`src/rtl/rcu_rx_ctrl_if.sv`:
```
// Handshake bundle between the receive datapath counters/checker and rcu_rx_ctrl.
// err_count exists only when RCU_ERR_COUNT_EN is defined.
interface rcu_rx_ctrl_if;
   logic       start_bit_detected;
   logic       packet_done;
   logic       framing_error;
   logic       sbc_clear;
   logic       sbc_enable;
   logic       enable_timer;
   logic       load_buffer;
   logic       rx_abort;
`ifdef RCU_ERR_COUNT_EN
   logic [7:0] err_count;
`endif

   // Datapath side: supplies detector/counter/checker status, consumes controls.
   modport master (
      output start_bit_detected, packet_done, framing_error,
`ifdef RCU_ERR_COUNT_EN
      input  err_count,
`endif
      input  sbc_clear, sbc_enable, enable_timer, load_buffer, rx_abort
   );

   // Controller side.
   modport slave (
      input  start_bit_detected, packet_done, framing_error,
`ifdef RCU_ERR_COUNT_EN
      output err_count,
`endif
      output sbc_clear, sbc_enable, enable_timer, load_buffer, rx_abort
   );
endinterface

```
`src/rtl/rcu_rx_ctrl.sv`:
```
// Receiver control FSM with RECEIVE watchdog; Moore outputs decoded from state.
// Optional framing/abort error counter enabled by defining RCU_ERR_COUNT_EN.
module rcu_rx_ctrl #(
   parameter int unsigned TIMEOUT_CYCLES = 128,
   parameter int unsigned TO_WIDTH       = 8
) (
   input logic           clk,
   input logic           n_rst,
   rcu_rx_ctrl_if.slave  bus
);

   localparam logic [2:0] IDLE      = 3'd0;
   localparam logic [2:0] START_CLR = 3'd1;
   localparam logic [2:0] RECEIVE   = 3'd2;
   localparam logic [2:0] STOP_CHK  = 3'd3;
   localparam logic [2:0] ERR_WAIT  = 3'd4;
   localparam logic [2:0] LOAD      = 3'd5;
   localparam logic [2:0] ABORT     = 3'd6;

   localparam logic [TO_WIDTH-1:0] WD_LAST = TO_WIDTH'(TIMEOUT_CYCLES - 1);

   logic [2:0]          state, next_state;
   logic [TO_WIDTH-1:0] wd_count;
   logic                wd_expired;

   // packet_done wins over expiry, so expiry alone is qualified by !packet_done.
   assign wd_expired = (wd_count == WD_LAST) && !bus.packet_done;

   always_comb begin
      next_state = state;
      case (state)
         IDLE:      if (bus.start_bit_detected) next_state = START_CLR;
         START_CLR: next_state = RECEIVE;
         RECEIVE: begin
            if (bus.packet_done)  next_state = STOP_CHK;
            else if (wd_expired)  next_state = ABORT;
         end
         STOP_CHK:  next_state = ERR_WAIT;
         ERR_WAIT:  next_state = bus.framing_error ? IDLE : LOAD;
         LOAD:      next_state = IDLE;
         ABORT:     next_state = IDLE;
         default:   next_state = IDLE;
      endcase
   end

   always_ff @(posedge clk or negedge n_rst) begin
      if (!n_rst) state <= IDLE;
      else        state <= next_state;
   end

   // Cleared on entry to RECEIVE, counts while there, held elsewhere.
   always_ff @(posedge clk or negedge n_rst) begin
      if (!n_rst)
         wd_count <= '0;
      else if (state == START_CLR)
         wd_count <= '0;
      else if (state == RECEIVE && wd_count != WD_LAST)
         wd_count <= wd_count + 1'b1;
   end

   always_comb begin
      bus.sbc_clear    = (state == START_CLR) || (state == ABORT);
      bus.sbc_enable   = (state == STOP_CHK);
      bus.enable_timer = (state == RECEIVE);
      bus.load_buffer  = (state == LOAD);
      bus.rx_abort     = (state == ABORT);
   end

`ifdef RCU_ERR_COUNT_EN
   logic       err_event;
   logic [7:0] err_count_r;

   assign err_event = ((state == ERR_WAIT) && bus.framing_error) ||
                      ((state == RECEIVE) && wd_expired);

   always_ff @(posedge clk or negedge n_rst) begin
      if (!n_rst)
         err_count_r <= '0;
      else if (err_event && err_count_r != '1)
         err_count_r <= err_count_r + 1'b1;
   end

   assign bus.err_count = err_count_r;
`endif

endmodule

```
`src/flat_wrapper.sv`:
```
// flat-port wrapper written by rule: the top's interface ports become plain ports
module rcu_rx_ctrl_flat 
#(
   parameter int unsigned TIMEOUT_CYCLES = 128,
   parameter int unsigned TO_WIDTH       = 8
)
  (clk, n_rst, bus_start_bit_detected, bus_packet_done, bus_framing_error, bus_sbc_clear, bus_sbc_enable, bus_enable_timer, bus_load_buffer, bus_rx_abort);
  rcu_rx_ctrl_if bus_i ();
  input logic clk;
  input logic n_rst;
  input wire logic [$bits(bus_i.start_bit_detected)-1:0] bus_start_bit_detected;
  input wire logic [$bits(bus_i.packet_done)-1:0] bus_packet_done;
  input wire logic [$bits(bus_i.framing_error)-1:0] bus_framing_error;
  output wire logic [$bits(bus_i.sbc_clear)-1:0] bus_sbc_clear;
  output wire logic [$bits(bus_i.sbc_enable)-1:0] bus_sbc_enable;
  output wire logic [$bits(bus_i.enable_timer)-1:0] bus_enable_timer;
  output wire logic [$bits(bus_i.load_buffer)-1:0] bus_load_buffer;
  output wire logic [$bits(bus_i.rx_abort)-1:0] bus_rx_abort;
  assign bus_i.start_bit_detected = bus_start_bit_detected;
  assign bus_i.packet_done = bus_packet_done;
  assign bus_i.framing_error = bus_framing_error;
  assign bus_sbc_clear = bus_i.sbc_clear;
  assign bus_sbc_enable = bus_i.sbc_enable;
  assign bus_enable_timer = bus_i.enable_timer;
  assign bus_load_buffer = bus_i.load_buffer;
  assign bus_rx_abort = bus_i.rx_abort;
  rcu_rx_ctrl #(.TIMEOUT_CYCLES(TIMEOUT_CYCLES), .TO_WIDTH(TO_WIDTH)) u_core (.clk(clk), .n_rst(n_rst), .bus(bus_i));
endmodule
```
`config.mk`:
```
export PLATFORM = sky130hd
export DESIGN_NAME = rcu_rx_ctrl_flat
export DESIGN_NICKNAME = d
export VERILOG_FILES = /design/src/rtl/rcu_rx_ctrl_if.sv /design/src/rtl/rcu_rx_ctrl.sv /design/src/flat_wrapper.sv
export SDC_FILE = /design/constraint.sdc
export NUM_CORES = 1
export LEC_CHECK = 0
export CORE_UTILIZATION = 51
export CTS_CLUSTER_DIAMETER = 30
export CTS_CLUSTER_SIZE = 24
export DETAILED_ROUTE_END_ITERATION = 8
export PLACE_DENSITY = 0.75
export SLEW_MARGIN = 10
export SYNTH_ARGS = -nofsm -noshare
export SYNTH_HDL_FRONTEND = slang
export SYNTH_SLANG_ARGS = --single-unit
```
`constraint.sdc`:
```
create_clock -name clk -period 2.1 [get_ports clk]
set_clock_uncertainty 0.15 [all_clocks]
set_input_delay 0.21 -clock clk [delete_from_list [all_inputs] [get_ports clk]]
set_output_delay 0.21 -clock clk [all_outputs]
set_load 0.01 [all_outputs]
```
# Yosys cells after proc, flatten, opt, wreduce, memory -nomap -nowiden
# Index checks and enable logic that the tools add are counted.
[word_totals] input_bits=5 out_inout_bits=5 regBits=11
[classes] muxes=7 n_reduce_logical=7 n_eq_ne=10 add_sub_neg=1
[ops] cell="$mux 8" count=2
[ops] cell="$pmux 3 s5" count=1
[ops] cell="$mux 3" count=4
[ops] cell="$eq 3x3->1 const B" count=3
[ops] cell="$add 8x1->8 const B" count=1
[ops] cell="$eq 8x7->1 const B" count=1
[ops] cell="$ne 8x7->1 const B" count=1
[ops] cell="$eq 3x2->1 const B" count=2
[ops] cell="$eq 3x1->1 const B" count=1
[ops] cell="$logic_not 3->1" count=1
[ops] cell="$ne 3x2->1 const B" count=1
[ops] cell="$logic_and 1x1->1" count=2
[ops] cell="$ne 2x2->1 const B" count=1
[ops] cell="$reduce_and 2->1" count=1
[ops] cell="$reduce_bool 2->1" count=1
[ops] cell="$logic_not 1->1" count=1
[ops] cell="$logic_or 1x1->1" count=1

# Longest topological paths before layout
# Gate-level depths: netlist of the first run.
[depth] depth_word=5 depth_mapped=5 ltp_nobuf=4

# Least setup slack after synthesis of the first run
# OpenSTA, ideal clock, no wires.
[synth_timing] kind="register -> register" start="reg u_core.wd_count[0]" end="reg u_core.state[2]" required_ns=1.824 setup_ns=0.126 path_slack_ns=0.611 stages_incl_launch_ff=5 path_buffers=0 arrival_time_ns=1.213 cell_sequence="dfrtp_1 ha_1 nand4_1 nor2_1 a311o_1"
[synth_between] elab_chain_cells=4
[synth_lines] item="from (decl)" line_no="rcu_rx_ctrl.sv:23" source="logic [TO_WIDTH-1:0] wd_count;"
[synth_lines] item="from (signal assigned)" line_no="rcu_rx_ctrl.sv:58" source="wd_count <= wd_count + 1'b1;"
[synth_lines] item="$eq 8x7->1" line_no="rcu_rx_ctrl.sv:27" source="assign wd_expired = (wd_count == WD_LAST) && !bus.packet_done;"
[synth_lines] item="$logic_and 1x1->1" line_no="rcu_rx_ctrl.sv:27"
[synth_lines] item="$ne 3x2->1 (no source line)"
[synth_lines] item="$reduce_and 2->1 (no source line)"
[synth_lines] item="to (signal assigned)" line_no="rcu_rx_ctrl.sv:48" source="else state <= next_state;"
[synth_lines] item="to (decl)" line_no="rcu_rx_ctrl.sv:22" source="logic [2:0] state, next_state;"
# No other way between the ends.
# A chain may end at the register's enable or synchronous reset.

# Worst setup path in the final report of the first run
[layout_timing] start="reg u_core.state[2]" end="out bus_enable_timer"
[layout_between] elab_chain_cells=1
[layout_lines] item="$eq 3x2->1" line_no="rcu_rx_ctrl.sv:64" source="bus.enable_timer = (state == RECEIVE);"
[layout_lines] item="to (decl)" line_no="flat_wrapper.sv:16" source="output wire logic [$bits(bus_i.enable_timer)-1:0] bus_enable_timer;"
# No other way between the ends.

==> results of run 1 <==
## layer usage
layer / vias up / routed length, microns / part of all wire [%]
li1: 290 / - / -
met1: 291 / 591 / 43
met2: 21 / 677 / 49
met3: 5 / 85 / 6.2
met4: 0 / 27 / 2.0
met5: - / 0 / 0
## report_power, final
| group | switching (W) | total, W | internal (W) | leakage (nW) |
|---|---|---|---|---|
| clock | 0.0000746 | 0.000148 | 0.0000736 | 0.0150 |
| sequential | 0.0000720 | 0.000339 | 0.000267 | 0.146 |
| combinational | 0.000198 | 0.000439 | 0.000241 | 0.253 |
## cell type report
cell class                      count  area, sq um  share of cell area, %
Multi-Input combinational cell     54          387                   45.7
Sequential cell                    11          277                   32.7
Timing Repair Buffer               14          130                   15.4
Clock buffer                        4         26.3                   3.11
Tap cell                           15         18.8                   2.22
Inverter                            2         7.51                  0.888
## sequential cells by signal (all words and copies together), names as in the netlist
signal           flops
u_core.state         3
u_core.wd_count      8
## how the worst min path moves through the flow
stage	to	from	depth (start not counted)	slack, ns
after floorplan	u_core.state[0]	n_rst	0	-0.24
after global placement	u_core.wd_count[0]	u_core.wd_count[0]	1	0.38
after detailed placement	u_core.wd_count[0]	u_core.wd_count[0]	1	0.39
after CTS	u_core.wd_count[5]	n_rst	1	0.14
after global routing	u_core.wd_count[6]	n_rst	1	0.16
final	u_core.wd_count[7]	n_rst	1	0.12
## kinds of logic (layout without fill, tap and decap cells)
group	count (synthesis)	count (layout)	share of synthesized area (%)
muxes	6	6	8.53
adders and majority gates	1	1	1.78
AOI/OAI and AO/OA	9	9	9.24
buffers and inverters	6	20	6.04
DFF	11	11	39.1
and+or+nand+nor	38	38	35.3
## cell usage in the layout (no fill, tap or decap), drive strengths merged, types with 3 or more instances in the layout
cell type / instances
o211ai: 3
clkbuf: 4
nand2b: 4
buf: 5
nand2: 9
clkdlybuf4s50: 8
and4: 3
nor3: 5
mux2i: 6
dfrtp: 11
## metrics by stage
stage / setup slack (ns) / instances / util (%) / cell area, sq um
6_report: 0.127 / 100 / 65.8 / 846
5_1_grt: 0.0512 / 100 / 65.8 / 846
4_1_cts: 0.0220 / 100 / 65.6 / 843
3_5_place_dp: 0.275 / 95 / 62.9 / 808
3_3_place_gp: 0.299 / 95 / 62.9 / 808
2_1_floorplan: 0.611 / 71 / - / 704
## what timing repair did
item / in CTS / in global routing
endpoints found under the setup margin: 1 / 1
buffers inserted: 1 / 0
hold buffers: 0 / 0
gates resized for setup: 1 / 1
endpoints found under the hold margin: 0 / 0
==> flow_summary.toml, run 1 <==
[status]
status = "finished, final reports clean"

[sta]
finalCriticalPeriod_ns = 1.97
rsz0062_at_grt = "false"
fin_crit_sh_pct = 93.9
max_slew_margin_pct = 65.8
tns_ns = 0
fin_hold_ws_ns = 0.124
tightest_slew_ns = 0.511
fmax_mhz = 507
setup-violations-final = 0
finalMaxSlewViolations = 0
hold_viol_final = 0

[setup_path]
arrival_ns = 1.61
start_kind = "flop"
cpMaxStageDelayCell = "clkdlybuf4s50_1"
crit_path_max_fanout = 6
worstPathCellList = "buf_4, nor3b_4, clkdlybuf4s50_1"
path_depth = 3
slowest_delay_ns = 0.56
r2r_cells = 4
critical_path_class = "reg2out"
end_kind = "output pin"
reg2reg_to = "u_core.wd_count[5]"
crit_buf_inv = 2
required_ns = 1.74
setup.worst_path.start = "u_core.state[2]"
cpLargestDelayFamily = "buffers and inverters"
crit_end = "bus_enable_timer"
reg2reg_from = "u_core.wd_count[0]"
rrSetupSlack_ns = 0.43

[clock_tree]
numCtsBuffers = 3
clk_pin_slew_ns = 0.07
cts-root-buf = "clkbuf_4"
cts_sinks = 11
tritoncts = "built"
clockBufferDepth = 2
clock_latency_ns = 0.27
cts.htree.levels = 1

[detailed_routing]
first_iter_violations = 20
wl_microns = 1380
routedWlPerCell_microns = 13.8
drc_errors = 0
vias_per_cell = 6.07
drtAntennaViolNets = 0
drt_first_pass_iters = 4
vias = 607

[logic_synthesis]
netlist.area_leader.share_pct = 39.1
synth_edf_count = 0
syn-instance-count = 71
yosysMostFrequentCell = "dfrtp_1"
syn_area_per_cell_sq_um = 9.92
netlist_top_cells_area = "dfrtp_1 39%, mux2i_1 8.5%, nand2_1 4.8%, nand2b_1 3.6%, nor3_1 3.6%"
synth_cell_types = 33
synth_nets = 77
synthArstFlopShare_pct = 100
yosys_warnings = 0
synthTopCellsByCount = "11 x dfrtp_1, 9 x nand2_1, 6 x mux2i_1, 5 x nor3_1, 4 x nand2b_1"
synth-seq-cells = 11
synth_area_leader_cell = "dfrtp_1"
ys.flop_type = "dfrtp_1"
netlist_area_sq_um = 704
yosysSeqAreaShare_pct = 39.1

[placed_design]
numPortBuffers = 9
dp_hpwl_microns = 972
place_congestion = 0.841

[power_and_ir_drop]
p_leak_nw = 0.414
irDropWorstVdd_mv = 0.730
powerDensity_nw_per_um2 = 1100
report.power.total_w = 0.000927

[global_routing]
grt-ovfl-total = 0
grtUsageMet1_pct = 23.8
use_met2_pct = 38.8
grt_usage_pct = 22.2
grt_use_met3_pct = 5.20
grt_antenna_before_repair = 0
grt_max_degree = 12
grt_pass1_vias = 526
top_usage_layer = "met2"
grt_pass1_wl_microns = 2170

[die]
ios = 10
dieHeight_microns = 39.2
fp.dieW_microns = 39.2
num_rows = 13
design.core.area_sq_um = 1280
die_area_sq_um = 1530
initial_core_util_pct = 54.8

[final_layout]
area_delta_synth_final_pct = 20.1
fin_nets = 92
drive_gt1_share_pct = 15.3
diodes = 0
fillers = 114

[min_path]
hp-class = "in2async"

[job]
cap_violations = 0
(Power assumes the default switching activity.)
==> run 2: changes to the inputs <==
--- a/config.mk
+++ b/config.mk
@@ -10,6 +10,7 @@
 export CTS_CLUSTER_SIZE = 24
 export DETAILED_ROUTE_END_ITERATION = 8
 export PLACE_DENSITY = 0.75
+export RECOVER_POWER = 100
 export SLEW_MARGIN = 10
 export SYNTH_ARGS = -nofsm -noshare
 export SYNTH_HDL_FRONTEND = slang
==> flow_summary.toml, run 2 (same netlist as run 1, synthesis figures left out) <==
[die]
design.core.area_sq_um = 1280
die_area_sq_um = 1530
fp.dieW_microns = 39.2
dieHeight_microns = 39.2
ios = 10
initial_core_util_pct = 54.8
num_rows = 13

[global_routing]
grt_pass1_wl_microns = 2170
grt-ovfl-total = 0
grt_pass1_vias = 526
grt_max_degree = 12
grt_usage_pct = 22.2
grt_antenna_before_repair = 0

[clock_tree]
clockBufferDepth = 2
numCtsBuffers = 3
cts_sinks = 11
cts-root-buf = "clkbuf_4"
tritoncts = "built"
hold_buffers = 0
cts.htree.levels = 1
clk_pin_slew_ns = 0.07
clock_latency_ns = 0.27

[placed_design]
pre_cts_slack_ns = 0.275
dp_hpwl_microns = 972
numPortBuffers = 9
place_congestion = 0.841

[final_layout]
largest-register = "u_core.wd_count"
fillers = 120
fin_nets = 92
final_cell_mix = "11 x dfrtp_1, 9 x nand2_1, 6 x mux2i_1, 6 x clkdlybuf4s50_1"
diodes = 0
drive_gt1_share_pct = 12.9
layout_commonest_cell = "dfrtp_1"
top_regs = "u_core.wd_count x8, u_core.state x3"
largest_register_ffs = 8
area_delta_synth_final_pct = 18.1

[setup_path]
required_ns = 1.74
start_kind = "flop"
arrival_ns = 1.63
critical_path_class = "reg2out"
r2r_cells = 4
end_kind = "output pin"
crit_path_max_fanout = 7

[power_and_ir_drop]
irDropWorstVdd_mv = 0.691
powerDensity_nw_per_um2 = 1080
p_leak_nw = 0.402

[detailed_routing]
drt_first_pass_iters = 4
routedWlPerCell_microns = 13.8
vias = 602
wl_microns = 1380
drc_errors = 0
first_iter_violations = 24
vias_per_cell = 6.02
drtAntennaViolNets = 0

[sta]
tightest_slew_ns = 0.516
fmax_mhz = 502
layout_setup_ws_ns = 0.108
max_slew_margin_pct = 65.5
finalCriticalPeriod_ns = 1.99
tns_ns = 0
rsz0062_at_grt = "false"
fin_crit_sh_pct = 94.8
finalMaxSlewViolations = 0
hold_viol_final = 0
setup-violations-final = 0
fin_hold_ws_ns = 0.199

[status]
status = "finished, final reports clean"

[min_path]
hp-class = "in2async"

[job]
cap_violations = 0
run 2: worst paths after layout:
path	end	start	slack (ns)
hold / removal	u_core.wd_count[7]	n_rst	0.20
setup reg to reg	u_core.wd_count[1]	u_core.wd_count[0]	0.35
hold reg to reg	u_core.wd_count[0]	u_core.wd_count[0]	0.40
min in group clk	u_core.state[0]	bus_packet_done	0.39
setup / recovery	bus_rx_abort	u_core.state[1]	0.11
max in group asynchronous	u_core.state[0]	n_rst	1.26
run 2: worst max-delay path, cell delays in order, from the launching register on:
cell and delay (ns):
dfrtp_1 0.43, buf_4 0.17, and3b_1 0.17, dlygate4sd3_1 0.60
run 2: per-layer routing:
layer	vias to the layer above	part of all wire, %	GRT usage [%]	routed length [microns]
met5	-	0	0	0
met4	0	2.0	12.9	27
met1	282	41	23.8	560
li1	292	-	-	-
met3	5	6.3	5.20	87
met2	23	51	38.8	701
run 2: power by group:
part           total [W]  internal (W)  switching [W]
logic           0.000421      0.000227       0.000194
clock network   0.000144     0.0000736      0.0000704
registers       0.000334      0.000266      0.0000681
run 2: final cells by class:
class	count	area, sq um	share of cell area (%)
clock buffers	4	26.3	3.16
inverters	2	7.51	0.902
multi-input cells	54	377	45.3
flip-flops and latches	11	275	33.1
well taps	15	18.8	2.26
repair buffers	14	128	15.3
run 2: what timing repair did:
item	in CTS	in global routing
gates resized for setup	1	1
endpoints found under the setup margin	1	1
setup buffers	1	0
run 2: stage by stage:
stage	cell area, sq um	std cells	total power [W]	util (%)
finish	832	100	0.000899	64.8
global route	832	100	0.000972	64.8
CTS	843	100	0.000935	65.6
detailed placement	808	95	0.000773	62.9
global placement	808	95	0.000759	62.9
floorplan	704	71	0.000642	-
==> run 3: changes to the inputs <==
--- a/config.mk
+++ b/config.mk
@@ -5,13 +5,14 @@
 export SDC_FILE = /design/constraint.sdc
 export NUM_CORES = 1
 export LEC_CHECK = 0
+export CORE_MARGIN = 2
 export CORE_UTILIZATION = 51
-export CTS_CLUSTER_DIAMETER = 30
+export CTS_CLUSTER_DIAMETER = 200
 export CTS_CLUSTER_SIZE = 24
 export DETAILED_ROUTE_END_ITERATION = 8
 export PLACE_DENSITY = 0.75
 export RECOVER_POWER = 100
-export SLEW_MARGIN = 10
+export SLEW_MARGIN = 25
 export SYNTH_ARGS = -nofsm -noshare
 export SYNTH_HDL_FRONTEND = slang
 export SYNTH_SLANG_ARGS = --single-unit
==> flow_summary.toml, run 3 (same netlist as run 1, synthesis figures left out) <==
[status]
status = "finished, final reports clean"

[die]
dieHeight_microns = 41.2
ios = 10
design.core.area_sq_um = 1300
num_rows = 13
fp.dieW_microns = 41.2
die_area_sq_um = 1690
initial_core_util_pct = 54.1

[setup_path]
start_kind = "flop"
arrival_ns = 1.66
rrSetupSlack_ns = 0.28
reg2reg_from = "u_core.wd_count[0]"
critical_path_class = "reg2out"
r2r_cells = 4
required_ns = 1.74
worstPathCellList = "clkbuf_1, nor3b_4, clkdlybuf4s50_1"
crit_buf_inv = 2
crit_path_max_fanout = 6
slowest_delay_ns = 0.57
cpMaxStageDelayCell = "clkdlybuf4s50_1"
reg2reg_to = "u_core.wd_count[1]"
cpLargestDelayFamily = "buffers and inverters"
end_kind = "output pin"

[detailed_routing]
wl_microns = 1500
met1_length_microns = 634
wl_met2_microns = 777
drtAntennaViolNets = 0
routedWlPerCell_microns = 14.7
top_layer = "met4"
vias = 584
drc_errors = 0
vias_per_cell = 5.73
drt_first_pass_iters = 4
first_iter_violations = 12
wl_met3_microns = 79

[sta]
fmax_mhz = 496
fin_hold_ws_ns = 0.185
finalMaxSlewViolations = 0
finalCriticalPeriod_ns = 2.02
tns_ns = 0
hold_viol_final = 0
rsz0062_at_grt = "false"
setup-violations-final = 0
tightest_slew_ns = 0.492
max_slew_margin_pct = 67.1
fin_crit_sh_pct = 96.1

[global_routing]
grt_pass1_wl_microns = 2130
grt-ovfl-total = 0
grt_antenna_before_repair = 0
grt_pass1_vias = 508
grt_usage_pct = 20.2
grt_max_degree = 12

[final_layout]
top_regs = "u_core.wd_count x8, u_core.state x3"
final_cell_mix = "9 x nand2_1, 8 x dfrtp_1, 6 x mux2i_1"
layout_commonest_cell = "nand2_1"
drive_gt1_share_pct = 16.1
largest_register_ffs = 8
fin_nets = 94
diodes = 0
area_delta_synth_final_pct = 20.6
fin_area_sq_um = 850
final_util_pct = 65.3
largest-register = "u_core.wd_count"

[clock_tree]
tritoncts = "built"
hold_buffers = 0
cts_sinks = 11
cts-root-buf = "clkbuf_4"
numCtsBuffers = 3
cts.htree.levels = 1
clockBufferDepth = 2
clock_latency_ns = 0.27
clk_pin_slew_ns = 0.07

[min_path]
hp-class = "in2async"

[placed_design]
place_congestion = 0.766
numPortBuffers = 9
dpl-instance-area_sq_um = 793
dp_hpwl_microns = 1020

[power_and_ir_drop]
report.power.total_w = 0.000940
p_leak_nw = 0.403
irDropWorstVdd_mv = 0.728
powerDensity_nw_per_um2 = 1110

[job]
cap_violations = 0
run 3: report_power, final:
| group | switching [W] | internal (W) | leakage, nW | total, W |
|---|---|---|---|---|
| sequential | 0.0000727 | 0.000271 | 0.143 | 0.000343 |
| clock | 0.0000731 | 0.0000735 | 0.0150 | 0.000147 |
| combinational | 0.000211 | 0.000240 | 0.245 | 0.000450 |
| total | 0.000357 | 0.000584 | 0.403 | 0.000940 |
run 3: cell type report:
class,count,area [sq um]
clock buffers,4,26.3
repair buffers,16,135
fillers,109,452
multi-input cells,54,383
flip-flops and latches,11,279
inverters,2,7.51
well taps,15,18.8
run 3: stage by stage:
| step | cells | worst slack, ns |
|---|---|---|
| finish | 102 | 0.0824 |
| global route | 102 | 0.0264 |
| CTS | 102 | 0.0154 |
| detailed placement | 93 | 0.219 |
| global placement | 93 | 0.286 |
| floorplan | 71 | 0.611 |
run 3: how the worst max path moves through the flow:
stage | start | to | slack (ns) | cells after the start
after floorplan | u_core.wd_count[0] | u_core.state[2] | 0.61 | 4
after global placement | u_core.state[0] | bus_sbc_clear | 0.29 | 3
after detailed placement | u_core.state[0] | bus_sbc_clear | 0.22 | 3
after CTS | u_core.state[1] | bus_sbc_clear | 0.02 | 3
after global routing | u_core.state[2] | bus_enable_timer | 0.03 | 3
final | u_core.state[2] | bus_enable_timer | 0.08 | 3
run 3: metal layers:
layer / track usage [%] / up-vias
met1: 23.1 / 265
met5: 0 / -
li1: - / 291
met3: 3.26 / 2
met4: 14.5 / 0
met2: 33.6 / 26
run 3: repair_timing:
item | CTS | global route
gates resized for setup | 3 | 1
buffers inserted | 5 | 0
setup endpoints to repair | 1 | 1
run 3: worst reg2reg max path, stage by stage, from the launching register on:
cell and delay, ns:
dfrtp_1 0.43, ha_1 0.24, nand4_1 0.28, o21ai_0 0.42, mux2i_1 0.23
